==> src/rtl/uart_cmd_line_parser.sv <==
// Parses "<letter>[spaces][digits]<CR|LF>" lines from the UART RX FIFO into a
// command letter plus an optional unsigned decimal argument.
module uart_cmd_line_parser #(
  parameter int MAX_DIGITS = 4,
  parameter int VAL_W      = 14
) (
  input  logic             clk,
  input  logic             rst,
  input  logic             i_fifo_empty,
  input  logic [7:0]       i_fifo_rd_data,
  output logic             o_fifo_pop,
  output logic             o_cmd_valid,
  output logic [7:0]       o_cmd,
  output logic [VAL_W-1:0] o_value,
  output logic             o_has_value,
  output logic             o_err,
  output logic             o_busy
);

  localparam int CNT_W = $clog2(MAX_DIGITS + 1);

  typedef enum logic [1:0] {S_IDLE, S_ARG, S_EMIT, S_FLUSH} state_t;

  state_t           r_state;
  state_t           w_next;
  logic [VAL_W-1:0] r_acc;
  logic [CNT_W-1:0] r_cnt;
  logic [7:0]       r_letter;
  logic             w_pop;
  logic             w_latch;
  logic             w_acc_en;
  logic             w_err;
  logic             w_is_letter;
  logic             w_is_digit;
  logic             w_is_sp;
  logic             w_is_term;
  logic             w_cnt_full;
  logic [VAL_W-1:0] w_acc_next;

  assign w_is_letter = ((i_fifo_rd_data >= 8'h41) && (i_fifo_rd_data <= 8'h5A)) ||
                       ((i_fifo_rd_data >= 8'h61) && (i_fifo_rd_data <= 8'h7A));
  assign w_is_digit  = (i_fifo_rd_data >= 8'h30) && (i_fifo_rd_data <= 8'h39);
  assign w_is_sp     = (i_fifo_rd_data == 8'h20);
  assign w_is_term   = (i_fifo_rd_data == 8'h0D) || (i_fifo_rd_data == 8'h0A);
  assign w_cnt_full  = (r_cnt == CNT_W'(MAX_DIGITS));

  // acc*10 + digit; truncating the sum to VAL_W gives the same low bits as
  // computing it wider first.
  assign w_acc_next = (r_acc << 3) + (r_acc << 1) +
                      {{(VAL_W-4){1'b0}}, i_fifo_rd_data[3:0]};

  always_ff @(posedge clk or negedge rst) begin
    if (!rst) r_state <= S_IDLE;
    else      r_state <= w_next;
  end

  always_comb begin
    w_next   = r_state;
    w_latch  = 1'b0;
    w_acc_en = 1'b0;
    w_err    = 1'b0;
    case (r_state)
      S_IDLE: begin
        if (w_pop) begin
          if (w_is_letter) begin
            w_latch = 1'b1;
            w_next  = S_ARG;
          end else if (!w_is_sp && !w_is_term) begin
            w_err  = 1'b1;
            w_next = S_FLUSH;
          end
        end
      end
      S_ARG: begin
        if (w_pop) begin
          if (w_is_digit) begin
            if (w_cnt_full) begin
              w_err  = 1'b1;
              w_next = S_FLUSH;
            end else begin
              w_acc_en = 1'b1;
            end
          end else if (w_is_sp) begin
            if (r_cnt != '0) begin
              w_err  = 1'b1;
              w_next = S_FLUSH;
            end
          end else if (w_is_term) begin
            w_next = S_EMIT;
          end else begin
            w_err  = 1'b1;
            w_next = S_FLUSH;
          end
        end
      end
      S_EMIT:  w_next = S_IDLE;
      S_FLUSH: if (w_pop && w_is_term) w_next = S_IDLE;
      default: w_next = S_IDLE;
    endcase
  end

  always_comb begin
    w_pop       = rst && !i_fifo_empty && (r_state != S_EMIT);
    o_fifo_pop  = w_pop;
    o_cmd_valid = (r_state == S_EMIT);
    o_busy      = (r_state != S_IDLE);
  end

  // Outputs only move when a well-formed line closes; errors leave them alone.
  always_ff @(posedge clk or negedge rst) begin
    if (!rst) begin
      r_acc       <= '0;
      r_cnt       <= '0;
      r_letter    <= 8'h00;
      o_cmd       <= 8'h00;
      o_value     <= '0;
      o_has_value <= 1'b0;
      o_err       <= 1'b0;
    end else begin
      o_err <= w_err;
      if (w_latch) begin
        r_letter <= i_fifo_rd_data & 8'hDF;
        r_acc    <= '0;
        r_cnt    <= '0;
      end else if (w_acc_en) begin
        r_acc <= w_acc_next;
        r_cnt <= r_cnt + CNT_W'(1);
      end
      if ((r_state == S_ARG) && (w_next == S_EMIT)) begin
        o_cmd       <= r_letter;
        o_value     <= r_acc;
        o_has_value <= (r_cnt != '0);
      end
    end
  end

endmodule

==> config.mk <==
export PLATFORM = sky130hd
export DESIGN_NAME = uart_cmd_line_parser
export DESIGN_NICKNAME = d
export VERILOG_FILES = /design/src/rtl/uart_cmd_line_parser.sv
export SDC_FILE = /design/constraint.sdc
export NUM_CORES = 1
export LEC_CHECK = 0
export ABC_AREA = 1
export BUFFER_PORTS_ARGS = -buffer_cell sky130_fd_sc_hd__buf_4
export CAP_MARGIN = 15
export CORE_ASPECT_RATIO = 1.2
export CORE_MARGIN = 2
export CORE_UTILIZATION = 40
export CTS_CLUSTER_DIAMETER = 80
export DETAILED_ROUTE_END_ITERATION = 12
export GPL_TIMING_DRIVEN = 0
export PLACE_DENSITY = 0.61
export SLEW_MARGIN = 20
export SYNTH_ARGS = -nofsm -noshare
export SYNTH_HDL_FRONTEND = slang
export SYNTH_SLANG_ARGS = --single-unit
export TNS_END_PERCENT = 30
==> constraint.sdc <==
create_clock -name clk -period 2.3 [get_ports clk]
set_clock_uncertainty 0.2 [all_clocks]
set_input_delay 0.345 -clock clk [delete_from_list [all_inputs] [get_ports clk]]
set_output_delay 0.345 -clock clk [all_outputs]
set_load 0.02 [all_outputs]
[Word-level counts from Yosys, hierarchy flattened]
Cells that the tools add are included.
Word-level totals
  flip-flop bits (word level): 49
  output and inout bits: 27
  logic and storage cells: 75
Cells by class
  mux-type cells: 32
  add/sub/neg operators: 3
  reduce and logical (&&, ||, !) cells: 17
  equality and inequality tests: 9
  magnitude comparators: 6
Operators by type and width (count)
  14-bit 2-to-1 mux: 2
  2-bit 2-to-1 mux: 9
  1-bit 2-to-1 mux: 17
  8-bit by 4-bit equality test with 1-bit output (second input constant): 2
  8-bit by 7-bit >= comparator with 1-bit output (second input constant): 2
  8-bit by 7-bit less-or-equal comparator with 1-bit output (second input constant): 2
  14-bit adder: 1
  14-bit by 4-bit adder with 14-bit output: 1
  8-bit by 6-bit equality test with 1-bit output (second input constant): 1
  8-bit by 6-bit >= comparator with 1-bit output (second input constant): 1
  8-bit by 6-bit less-or-equal comparator with 1-bit output (second input constant): 1
  1-bit logical AND: 8
  2-bit case mux with 4 select lines: 1
  2-bit equality test (second input constant): 3
  3-bit 2-to-1 mux: 2
  2-bit nonzero test: 2
  3-bit by 1-bit adder with 3-bit output (second input constant): 1
  3-bit equality test (second input constant): 1
  1-bit zero test: 3
  3-bit nonzero test: 1
  2-bit by 1-bit equality test with 1-bit output (second input constant): 1
  2-bit zero test: 1
  1-bit logical OR: 2
  2-bit != test (second input constant): 1
  1-bit case mux with 2 select lines: 1

[Depth between registers and ports, before layout]
Gate-level depths: netlist of the first run.
  word-level depth: 10
  depth in mapped cells: 13
  depth with buffers taken out: 13

[Worst setup path before layout of the first run]
OpenSTA, ideal clock, no wires.
  path type: input port to flip-flop
  from: in i_fifo_rd_data[3]
  to: reg r_acc[8]
  arrival time: 1971 ps
  stages on the path: 11
  slack: 53 ps
  buffers on the path: 0
  cells stage by stage: inv_1 -> fa_1 -> inv_1 -> fa_1 -> nand3_1 -> nand3_1 -> nand2_1 -> nand2_1 -> nand2_1 -> nand2_1 -> o21ai_1
On the way
  longest elaborated chain between the ends: 7
  elaborated cells on any way between the ends: 20
  those cells by class: add/sub (1); order compare (6); mux (8); reduce/logical (5)
RTL lines
  start, declared: line 10  | input logic [7:0] i_fifo_rd_data,
  8-bit by 7-bit >= comparator with 1-bit output, or another cell as far along: line 40  | assign w_is_letter = ((i_fifo_rd_data >= 8'h41) && (i_fifo_rd_data <= 8'h5A)) ||
  1-bit logical AND (on tied branches): line 40, 41
  1-bit logical OR: line 40
  1-bit 2-to-1 mux: line 65  | if (w_is_letter) begin
  1-bit 2-to-1 mux: line 64  | if (w_pop) begin
  1-bit 2-to-1 mux: line 62  | case (r_state)
  14-bit 2-to-1 mux or 2-bit nonzero test (tied branches)
  end signal, assigned: line 126  | r_acc <= w_acc_next;
  end, declared: line 26  | logic [VAL_W-1:0] r_acc;
Several ways; a longest one is shown, not always the timed one. The select of a mux whose other input is x is not followed.
A chain may end at the register's enable or synchronous reset.

[Worst setup path in the final report of the first run]
  from: reg r_acc[0]
  to: reg r_acc[8]
On the way
  longest elaborated chain between the ends: 4
RTL lines
  14-bit adder: line 49  | assign w_acc_next = (r_acc << 3) + (r_acc << 1) +
  14-bit by 4-bit adder with 14-bit output: line 49
  14-bit 2-to-1 mux: line 125  | end else if (w_acc_en) begin
  14-bit 2-to-1 mux: line 121  | if (w_latch) begin
Every way passes these cells. The select of a mux whose other input is x is not followed.

==> flow_summary.toml, run 1 <==
[yosys]
synthCells = 395
ys_seq_elements = 49
synth_enable_flop_cells = 0
synth_cell_types = 25
netlist_top_cells_count = "116 x nand2_1, 64 x inv_1, 49 x dfrtp_1"
ys_seq_area_share_pct = 39.3
yosys_most_used_dff = "dfrtp_1"
syn-num-nets = 432
yosys_warnings = 0
synthArstFlopShare_pct = 100
synth_top_area_cell = "dfrtp_1"
synth_area_per_cell_um2 = 7.90
netlist_area_um2 = 3120
synth_top_area_share_pct = 39.3
synth_most_common_cell = "nand2_1"
synthTopCellsByArea = "dfrtp_1 39%, nand2_1 14%, ha_1 9.6%, inv_1 7.7%, o21ai_2 6.2%"

[setup_path]
reg2reg_to = "r_acc[8]"
critPathRequiredTime_ps = 2310
cp-start-kind = "register"
reg2reg_slack_ps = 90
worstPathMaxFanout = 3
worstReg2RegStart = "r_acc[0]"
cp-end-kind = "register"
worstPathArrival_ps = 2220
criticalPathCategory = "register to register"
critPathLaunch = "r_acc[0]"
rr_worst_depth = 10

[hold_path]
hold_class = "input port to async pin"

[route]
drc = 0
wl_per_cell_um = 12.5
vias_per_cell = 4.80
dr.pass1.iters = 4
drt_iter0_markers = 112
vias = 2560
wl_um = 6640
drt.antenna.violating_nets = 0

[floorplanning]
die_w_um = 84.6
num_rows = 35
start_util_pct = 41.0
dieArea_um2 = 8530
core_um2 = 7620
die_h_um = 101
io_pins = 38

[final_layout]
antennaDiodeCount = 0
regArea_um2 = 1230
layout.nets = 477
multi_input_area_um2 = 1590
drive_above_1_share_pct = 24.9
nFillCells = 759
area_growth_pct = 17.2

[grt]
antenna_found_initial = 0
grt_util_all_layers_pct = 17.0
grt-ovfl-total = 0
grt_pass1_wl_um = 11500
grt_pass1_vias = 2517
grt_max_degree = 51

[clocking]
cts_tree = "done"
clk_pin_slew_ps = 100
cts_sinks = 49
clockBufferDepth = 2
clk_latency_ps = 310
cts_buffers = 5
cts-root-buf = "clkbuf_8"
htreeDepth = 2

[timing]
slew_viol_final = 0
fin_hold_ws_ps = -164
timing.fmax_mhz = 452
rsz0062_at_grt = "yes"
fin_crit_sh_pct = 96.1
tns_ps = 0
min_period_ps = 2210
finalSetupViolCount = 0
final_hold_viol_count = 49
relSlewSlack_pct = 58.4
tightest_slew_ps = 624

[power_and_ir_drop]
p_sw_share_pct = 45.9
switchingPower_w = 0.00177
clockPowerShare_pct = 14.0
p_leak_nw = 2.01
power_frac_comb_pct = 54.1
powerDensity_nw_per_um2 = 1060
p_int_w = 0.00209
ir_worst_vdd_mv = 0.516
p_seq_share_pct = 31.9

[placement]
gp_congestion = 0.864
io_buffers = 36
post-dp-hpwl_um = 5230

[status]
violations = "negative hold slack"
status = "complete, but fails checks"

[job]
maxCapViolations = 0
-- sequential cells by signal, summed over array words and instances (netlist names) --
register	count
o_cmd	7
o_err	1
o_has_value	1
o_value	14
r_acc	14
r_cnt	3
r_letter	7
r_state	2
-- layout make-up --
type / instances / share of cell area (%)
Multi-Input combinational cell: 268 / 43.5
Tap cell: 92 / 3.15
Sequential cell: 49 / 33.5
Clock buffer: 5 / 1.88
Clock inverter: 3 / 0.718
Buffer: 9 / 2.36
Inverter: 69 / 7.08
Timing Repair Buffer: 38 / 7.80
-- power by group through the flow --
stage,Sequential [W],Clock [W],Combinational [W]
after CTS,0.00124,0.000561,0.00205
final,0.00123,0.000540,0.00209
after global routing,0.00126,0.000592,0.00240
after floorplan,0.00122,0,0.00148
after detailed placement,0.00125,0,0.00196
after global placement,0.00124,0,0.00192
-- through the flow --
stage	setup slack [ps]	std cells	area (µm²)	power, W	util (%)
2_1_floorplan	52.9	395	3120	0.00270	-
3_3_place_gp	-276	523	3510	0.00317	46.0
3_5_place_dp	-288	523	3510	0.00321	46.0
4_1_cts	19.1	532	3620	0.00384	47.6
5_1_grt	-42.9	533	3660	0.00425	48.0
6_report	88.8	533	3660	0.00386	48.0
-- timing repair --
| item | in CTS | in global routing |
|---|---|---|
| gates resized for setup | 4 | 8 |
| pin swaps | 1 | 1 |
| buffers inserted | 1 | 1 |
| hold endpoints to repair | 49 | 49 |
| endpoints found under the setup margin | 3 | 7 |
-- cell families (layout without fill, tap and decap cells) --
group / count (synthesis) / in the layout / share of synthesized area (%)
simple gates: 191 / 191 / 26.6
buf+inv: 78 / 124 / 11.1
flops: 49 / 49 / 39.3
compound gates: 47 / 47 / 11.2
fa+ha+maj: 26 / 26 / 10.9
xor+xnor: 3 / 3 / 0.842
other cells: 1 / 1 / 0.120
-- worst max-delay path: stages, from the launching register on --
cell and delay (ps):
dfrtp_1 370, inv_2 70, fa_1 490, inv_1 60, fa_2 350, nand3_1 100, nand3_2 110, nand2_1 90
nand2_2 70, nor2_1 130, o21ai_2 70
-- worst max path at each step --
stage / end / slack [ps]
2_1_floorplan: r_acc[8] / 50
3_3_place_gp: r_acc[6] / -280
3_5_place_dp: r_acc[6] / -290
4_1_cts: r_acc[8] / 20
5_1_grt: r_acc[8] / -40
6_report: r_acc[8] / 90
-- metal layers --
layer,track usage (%),up-vias,wire length [µm]
li1,-,1338,-
met1,20.9,1154,2990
met2,29.9,51,3230
met3,2.38,17,222
met4,6.96,0,206
met5,0,-,0
-- placed cells by master, fill, tap and decap left out, drive strengths merged --
cell type	Yosys	final
nor2	35	35
o211ai	1	1
conb	1	1
fa	2	2
o21ai	38	38
a21oi	4	4
xnor2	3	3
clkinvlp	0	2
clkbuf	0	5
inv	69	70
nand4	6	6
nand3	29	29
ha	24	24
dfrtp	49	49
nand2	121	121
o22ai	4	4
buf	9	47
No activity file was read; power rests on OpenSTA's default activity.
==> run 2, diff against run 1 <==
--- a/config.mk
+++ b/config.mk
@@ -6,15 +6,16 @@
 export NUM_CORES = 1
 export LEC_CHECK = 0
 export ABC_AREA = 1
-export BUFFER_PORTS_ARGS = -buffer_cell sky130_fd_sc_hd__buf_4
 export CAP_MARGIN = 15
 export CORE_ASPECT_RATIO = 1.2
 export CORE_MARGIN = 2
 export CORE_UTILIZATION = 40
 export CTS_CLUSTER_DIAMETER = 80
 export DETAILED_ROUTE_END_ITERATION = 12
+export DONT_BUFFER_PORTS = 1
 export GPL_TIMING_DRIVEN = 0
-export PLACE_DENSITY = 0.61
+export PLACE_DENSITY = 0.56
+export RECOVER_POWER = 50
 export SLEW_MARGIN = 20
 export SYNTH_ARGS = -nofsm -noshare
 export SYNTH_HDL_FRONTEND = slang
==> flow_summary.toml, run 2 (synthesis results as in run 1) <==
[clocking]
cts_tree = "done"
htreeDepth = 2
cts-root-buf = "clkbuf_8"
clk_pin_slew_ps = 100
clk_latency_ps = 310
clockBufferDepth = 2
cts_buffers = 5
cts_sinks = 49

[final_layout]
area_growth_pct = 11.9
stdcell_count = 506
post-route-util_pct = 45.8
layout.nets = 450
reg.largest.list = "o_value: 14 flops, r_acc: 14 flops"
final_common_cell = "nand2_1"
most-common-layout-cells = "111 x nand2_1, 61 x inv_1, 49 x dfrtp_1, 30 x nor2_1"
antennaDiodeCount = 0
drive_above_1_share_pct = 21.0

[status]
status = "completed"

[timing]
finalSetupViolCount = 0
final_hold_viol_count = 0
slew_viol_final = 0
tns_ps = 0
timing.fmax_mhz = 447
fin_crit_sh_pct = 97.3
tightest_slew_ps = 1240
min_period_ps = 2240
rsz0062_at_grt = "yes"
relSlewSlack_pct = 17.6

[power_and_ir_drop]
p_int_w = 0.00215
power_frac_comb_pct = 54.7
p_leak_nw = 1.86
switchingPower_w = 0.00184
powerDensity_nw_per_um2 = 1140
finalPower_w = 0.00399
clockPowerShare_pct = 13.7
ir_worst_vdd_mv = 0.563
p_sw_share_pct = 46.2
p_seq_share_pct = 31.6

[setup_path]
cp_common_cell = "inv_2"
worstPathMaxFanout = 3
worstPathCellList = "inv_2 > fa_1 > inv_2 > fa_2 > buf_4 > nand3_1 > nand4_1 > nand3_2 > nand2_1"
cp-end-kind = "register"
worstPathArrival_ps = 2250
cp-start-kind = "register"
crit_path_top_delay_cell = "fa_1"
critPathRequiredTime_ps = 2310
criticalPathCategory = "register to register"
slowest_delay_ps = 510

[grt]
antenna_found_initial = 0
grt-ovfl-total = 0
grt_max_degree = 50
grt_util_all_layers_pct = 17.6
grt_pass1_wl_um = 11900
grt_pass1_vias = 2505

[floorplanning]
core_um2 = 7620
die_h_um = 101
start_util_pct = 41.0
num_rows = 35
io_pins = 38
die_w_um = 84.6
dieArea_um2 = 8530

[placement]
io_buffers = 0
gp_congestion = 0.837
placed_cells = 487
post-dp-hpwl_um = 5240

[route]
drt.antenna.violating_nets = 0
dr.pass1.iters = 4
vias_per_cell = 4.91
drc = 0
wl_per_cell_um = 13.8
wl_um = 7000
vias = 2486
drt_iter0_markers = 76

[hold_path]
hold_class = "input port to register"

[job]
maxCapViolations = 0
==> run 2: cell count changes in the layout (fill, tap and decap cells not counted), moves of 2 or more <==
cell and change:
nand2_1 -4, nand2_2 +4, inv_2 +2, inv_1 -2
inv_6 +2, nand3_1 -2, dlygate4sd3_1 +3, buf_4 -31
==> run 2: worst paths after layout <==
kind	slack, ps	from	cells after the start	endpoint
worst min-delay path	20	i_fifo_rd_data[2]	2	r_letter[2]
worst max register to register	60	r_acc[2]	9	r_acc[12]
min in group asynchronous	600	rst	2	r_acc[9]
worst min register to register	280	r_letter[6]	2	r_letter[6]
max in group asynchronous	520	rst	2	o_cmd[1]
worst max-delay path	60	r_acc[2]	9	r_acc[12]
==> run 2: power groups by stage <==
stage	Sequential (W)	Combinational (W)	Clock (W)
after floorplan	0.00122	0.00148	0
after detailed placement	0.00128	0.00183	0
after global placement	0.00128	0.00181	0
after CTS	0.00126	0.00197	0.000568
after global routing	0.00129	0.00249	0.000597
final	0.00126	0.00218	0.000545
==> run 2: area by class of cell <==
cell class | instances | area, µm²
multi-input cells | 268 | 1630
clock inverters | 3 | 25.0
repair buffers | 11 | 87.6
clock buffers | 5 | 68.8
inverters | 69 | 259
fillers | 775 | 4130
flip-flops and latches | 49 | 1230
well taps | 92 | 115
plain buffers | 9 | 86.3
==> run 2: critical path, delay by kind of cell, from the launching register on <==
family	cells	cell delay (ps)
and+or+nand+nor	4	390
adders and majority gates	2	930
buffers and inverters	3	250
DFF	1	370
==> run 2: timing repair <==
item,CTS,global route
endpoints found under the setup margin,4,8
endpoints found under the hold margin,51,0
hold buffers,4,0
resized for setup,4,17
setup buffers,3,4
pin swaps,1,6
==> run 2: per-stage QoR <==
stage | setup slack (ps) | hold slack [ps] | instance area [µm²]
global placement | -186 | -149 | 3240
global route | -68.0 | 27.7 | 3490
floorplan | 52.9 | -151 | 3120
finish | 61.4 | 19.9 | 3490
detailed placement | -182 | -149 | 3240
CTS | 8.92 | 16.1 | 3430
==> run 2: routing by layer <==
metal / vias up / wire length, µm / share of wire (%) / track usage [%]
li1: 1273 / - / - / -
met1: 1159 / 3050 / 44 / 22.0
met2: 44 / 3510 / 50 / 30.1
met3: 10 / 310 / 4.4 / 3.93
met4: 0 / 133 / 1.9 / 5.86
met5: - / 0 / 0 / 0
==> run 3, diff against run 2 <==
--- a/config.mk
+++ b/config.mk
@@ -6,15 +6,15 @@
 export NUM_CORES = 1
 export LEC_CHECK = 0
 export ABC_AREA = 1
+export BUFFER_PORTS_ARGS = -buffer_cell sky130_fd_sc_hd__buf_4
 export CAP_MARGIN = 15
 export CORE_ASPECT_RATIO = 1.2
 export CORE_MARGIN = 2
 export CORE_UTILIZATION = 40
 export CTS_CLUSTER_DIAMETER = 80
 export DETAILED_ROUTE_END_ITERATION = 12
-export DONT_BUFFER_PORTS = 1
 export GPL_TIMING_DRIVEN = 0
-export PLACE_DENSITY = 0.56
+export PLACE_DENSITY = 0.61
 export RECOVER_POWER = 50
 export SLEW_MARGIN = 20
 export SYNTH_ARGS = -nofsm -noshare
==> flow_summary.toml, run 3 (synthesis results as in run 1) <==
[status]
status = "complete, but fails checks"
violations = "negative hold slack"

[power_and_ir_drop]
powerDensity_nw_per_um2 = 1060
ir_worst_vdd_mv = 0.516
p_leak_nw = 1.97

[timing]
timing.fmax_mhz = 453
slew_viol_final = 0
final_hold_viol_count = 49
fin_crit_sh_pct = 96.1
relSlewSlack_pct = 58.3
fin_ws_ps = 90.3
tightest_slew_ps = 625
min_period_ps = 2210
finalSetupViolCount = 0
rsz0062_at_grt = "yes"
fin_hold_ws_ps = -166

[route]
wl_um = 6630
highest_layer = "met4"
wl_per_cell_um = 12.4
drt_iter0_markers = 94
drt.antenna.violating_nets = 0
vias_per_cell = 4.81
wl_met3_um = 228
drc = 0
wl_met1_um = 2970
vias = 2564
met2_wirelength_um = 3230
dr.pass1.iters = 4

[setup_path]
cp-end-kind = "register"
worstReg2RegStart = "r_acc[0]"
reg2reg_to = "r_acc[8]"
worstPathCellList = "inv_2 > fa_1 > inv_1 > fa_2 > nand3_1 > nand3_2 > nand2_1 > nand2_2 > nor2_1 > o21ai_2"
cp-start-kind = "register"
crit_path_top_delay_cell = "fa_1"
slowest_delay_ps = 490
critPathRequiredTime_ps = 2310
rr_worst_depth = 10
reg2reg_slack_ps = 90
worstPathArrival_ps = 2220
criticalPathCategory = "register to register"
worstPathMaxFanout = 3

[floorplanning]
die_w_um = 84.6
io_pins = 38
die_h_um = 101
core_um2 = 7620
num_rows = 35
dieArea_um2 = 8530
start_util_pct = 41.0

[grt]
grt_max_degree = 51
grt-ovfl-total = 0
grt_util_all_layers_pct = 17.0
antenna_found_initial = 0
grt_pass1_wl_um = 11500
grt_pass1_vias = 2517

[clocking]
cts-root-buf = "clkbuf_8"
cts_sinks = 49
htreeDepth = 2
cts_tree = "done"
clockBufferDepth = 2
clk_latency_ps = 310
cts_buffers = 5
clk_pin_slew_ps = 100

[placement]
place_area_um2 = 3510
dpl_worst_slack_ps = -288
gp_congestion = 0.864
io_buffers = 36
post-dp-hpwl_um = 5230

[job]
maxCapViolations = 0

[hold_path]
hold_class = "input port to async pin"

[final_layout]
reg.largest.list = "o_value: 14 flops, r_acc: 14 flops"
most-common-layout-cells = "115 x nand2_1, 63 x inv_1, 49 x dfrtp_1, 33 x buf_4, 29 x nor2_1"
area_growth_pct = 16.1
nFillCells = 767
postLayoutCellArea_um2 = 3620
drive_above_1_share_pct = 22.9
layout.nets = 477
final_common_cell = "nand2_1"
antennaDiodeCount = 0
## run 3: changes by cell type in the layout (fill, tap and decap cells not counted), moves of 2 or more
cell / before / now
clkbuf_1: 0 / 9
nand3_1: 22 / 24
nand2_2: 10 / 6
dlygate4sd3_1: 3 / 0
inv_1: 61 / 63
inv_2: 8 / 6
buf_4: 11 / 33
nand2_1: 111 / 115
inv_6: 2 / 0
## run 3: how the worst max path moves through the flow
stage / depth (start not counted) / slack [ps] / end / start
final: 10 / 90 / r_acc[8] / r_acc[0]
after detailed placement: 9 / -290 / r_acc[6] / i_fifo_rd_data[3]
after CTS: 11 / 20 / r_acc[8] / r_acc[0]
after floorplan: 11 / 50 / r_acc[8] / i_fifo_rd_data[3]
after global placement: 9 / -280 / r_acc[6] / i_fifo_rd_data[3]
after global routing: 11 / -40 / r_acc[8] / r_acc[0]
## run 3: worst max-delay path, delay by kind of cell (launching register included)
| family | cells | cell delay, ps |
|---|---|---|
| DFF | 1 | 370 |
| and+or+nand+nor | 5 | 500 |
| adders and majority gates | 2 | 840 |
| buffers and inverters | 2 | 130 |
| AOI/OAI and AO/OA | 1 | 70 |
## run 3: layout make-up
type / count / area [µm²] / share of cell area (%)
multi-input cells: 268 / 1590 / 43.9
flip-flops and latches: 49 / 1230 / 33.8
inverters: 69 / 259 / 7.15
repair buffers: 38 / 251 / 6.94
well taps: 92 / 115 / 3.18
plain buffers: 9 / 86.3 / 2.38
clock buffers: 5 / 68.8 / 1.90
clock inverters: 3 / 26.3 / 0.725
## run 3: timing repair
| action | in CTS | in global routing |
|---|---|---|
| pin swaps | 1 | 1 |
| setup endpoints to repair | 3 | 7 |
| resized for setup | 4 | 8 |
| buffers inserted | 1 | 1 |
| endpoints found under the hold margin | 49 | 49 |
## run 3: through the flow
step | instances | total power [W] | TNS, ps | util [%]
floorplan | 395 | 0.00270 | 0 | -
global placement | 523 | 0.00317 | -1860 | 46.0
detailed placement | 523 | 0.00321 | -1900 | 46.0
CTS | 532 | 0.00384 | 0 | 47.6
global route | 533 | 0.00424 | -74.4 | 47.6
finish | 533 | 0.00385 | 0 | 47.6
## run 3: power by group
part / leakage, nW / internal [W] / switching (W)
clock: 0.0423 / 0.000222 / 0.000320
combinational: 1.28 / 0.000798 / 0.00128
sequential: 0.648 / 0.00106 / 0.000171
## run 3: layer usage
metal  track usage, %  up-vias
li1                 -     1337
met1             20.9     1159
met2             29.9       51
met3             2.38       17
met4             6.96        0
met5                0        -
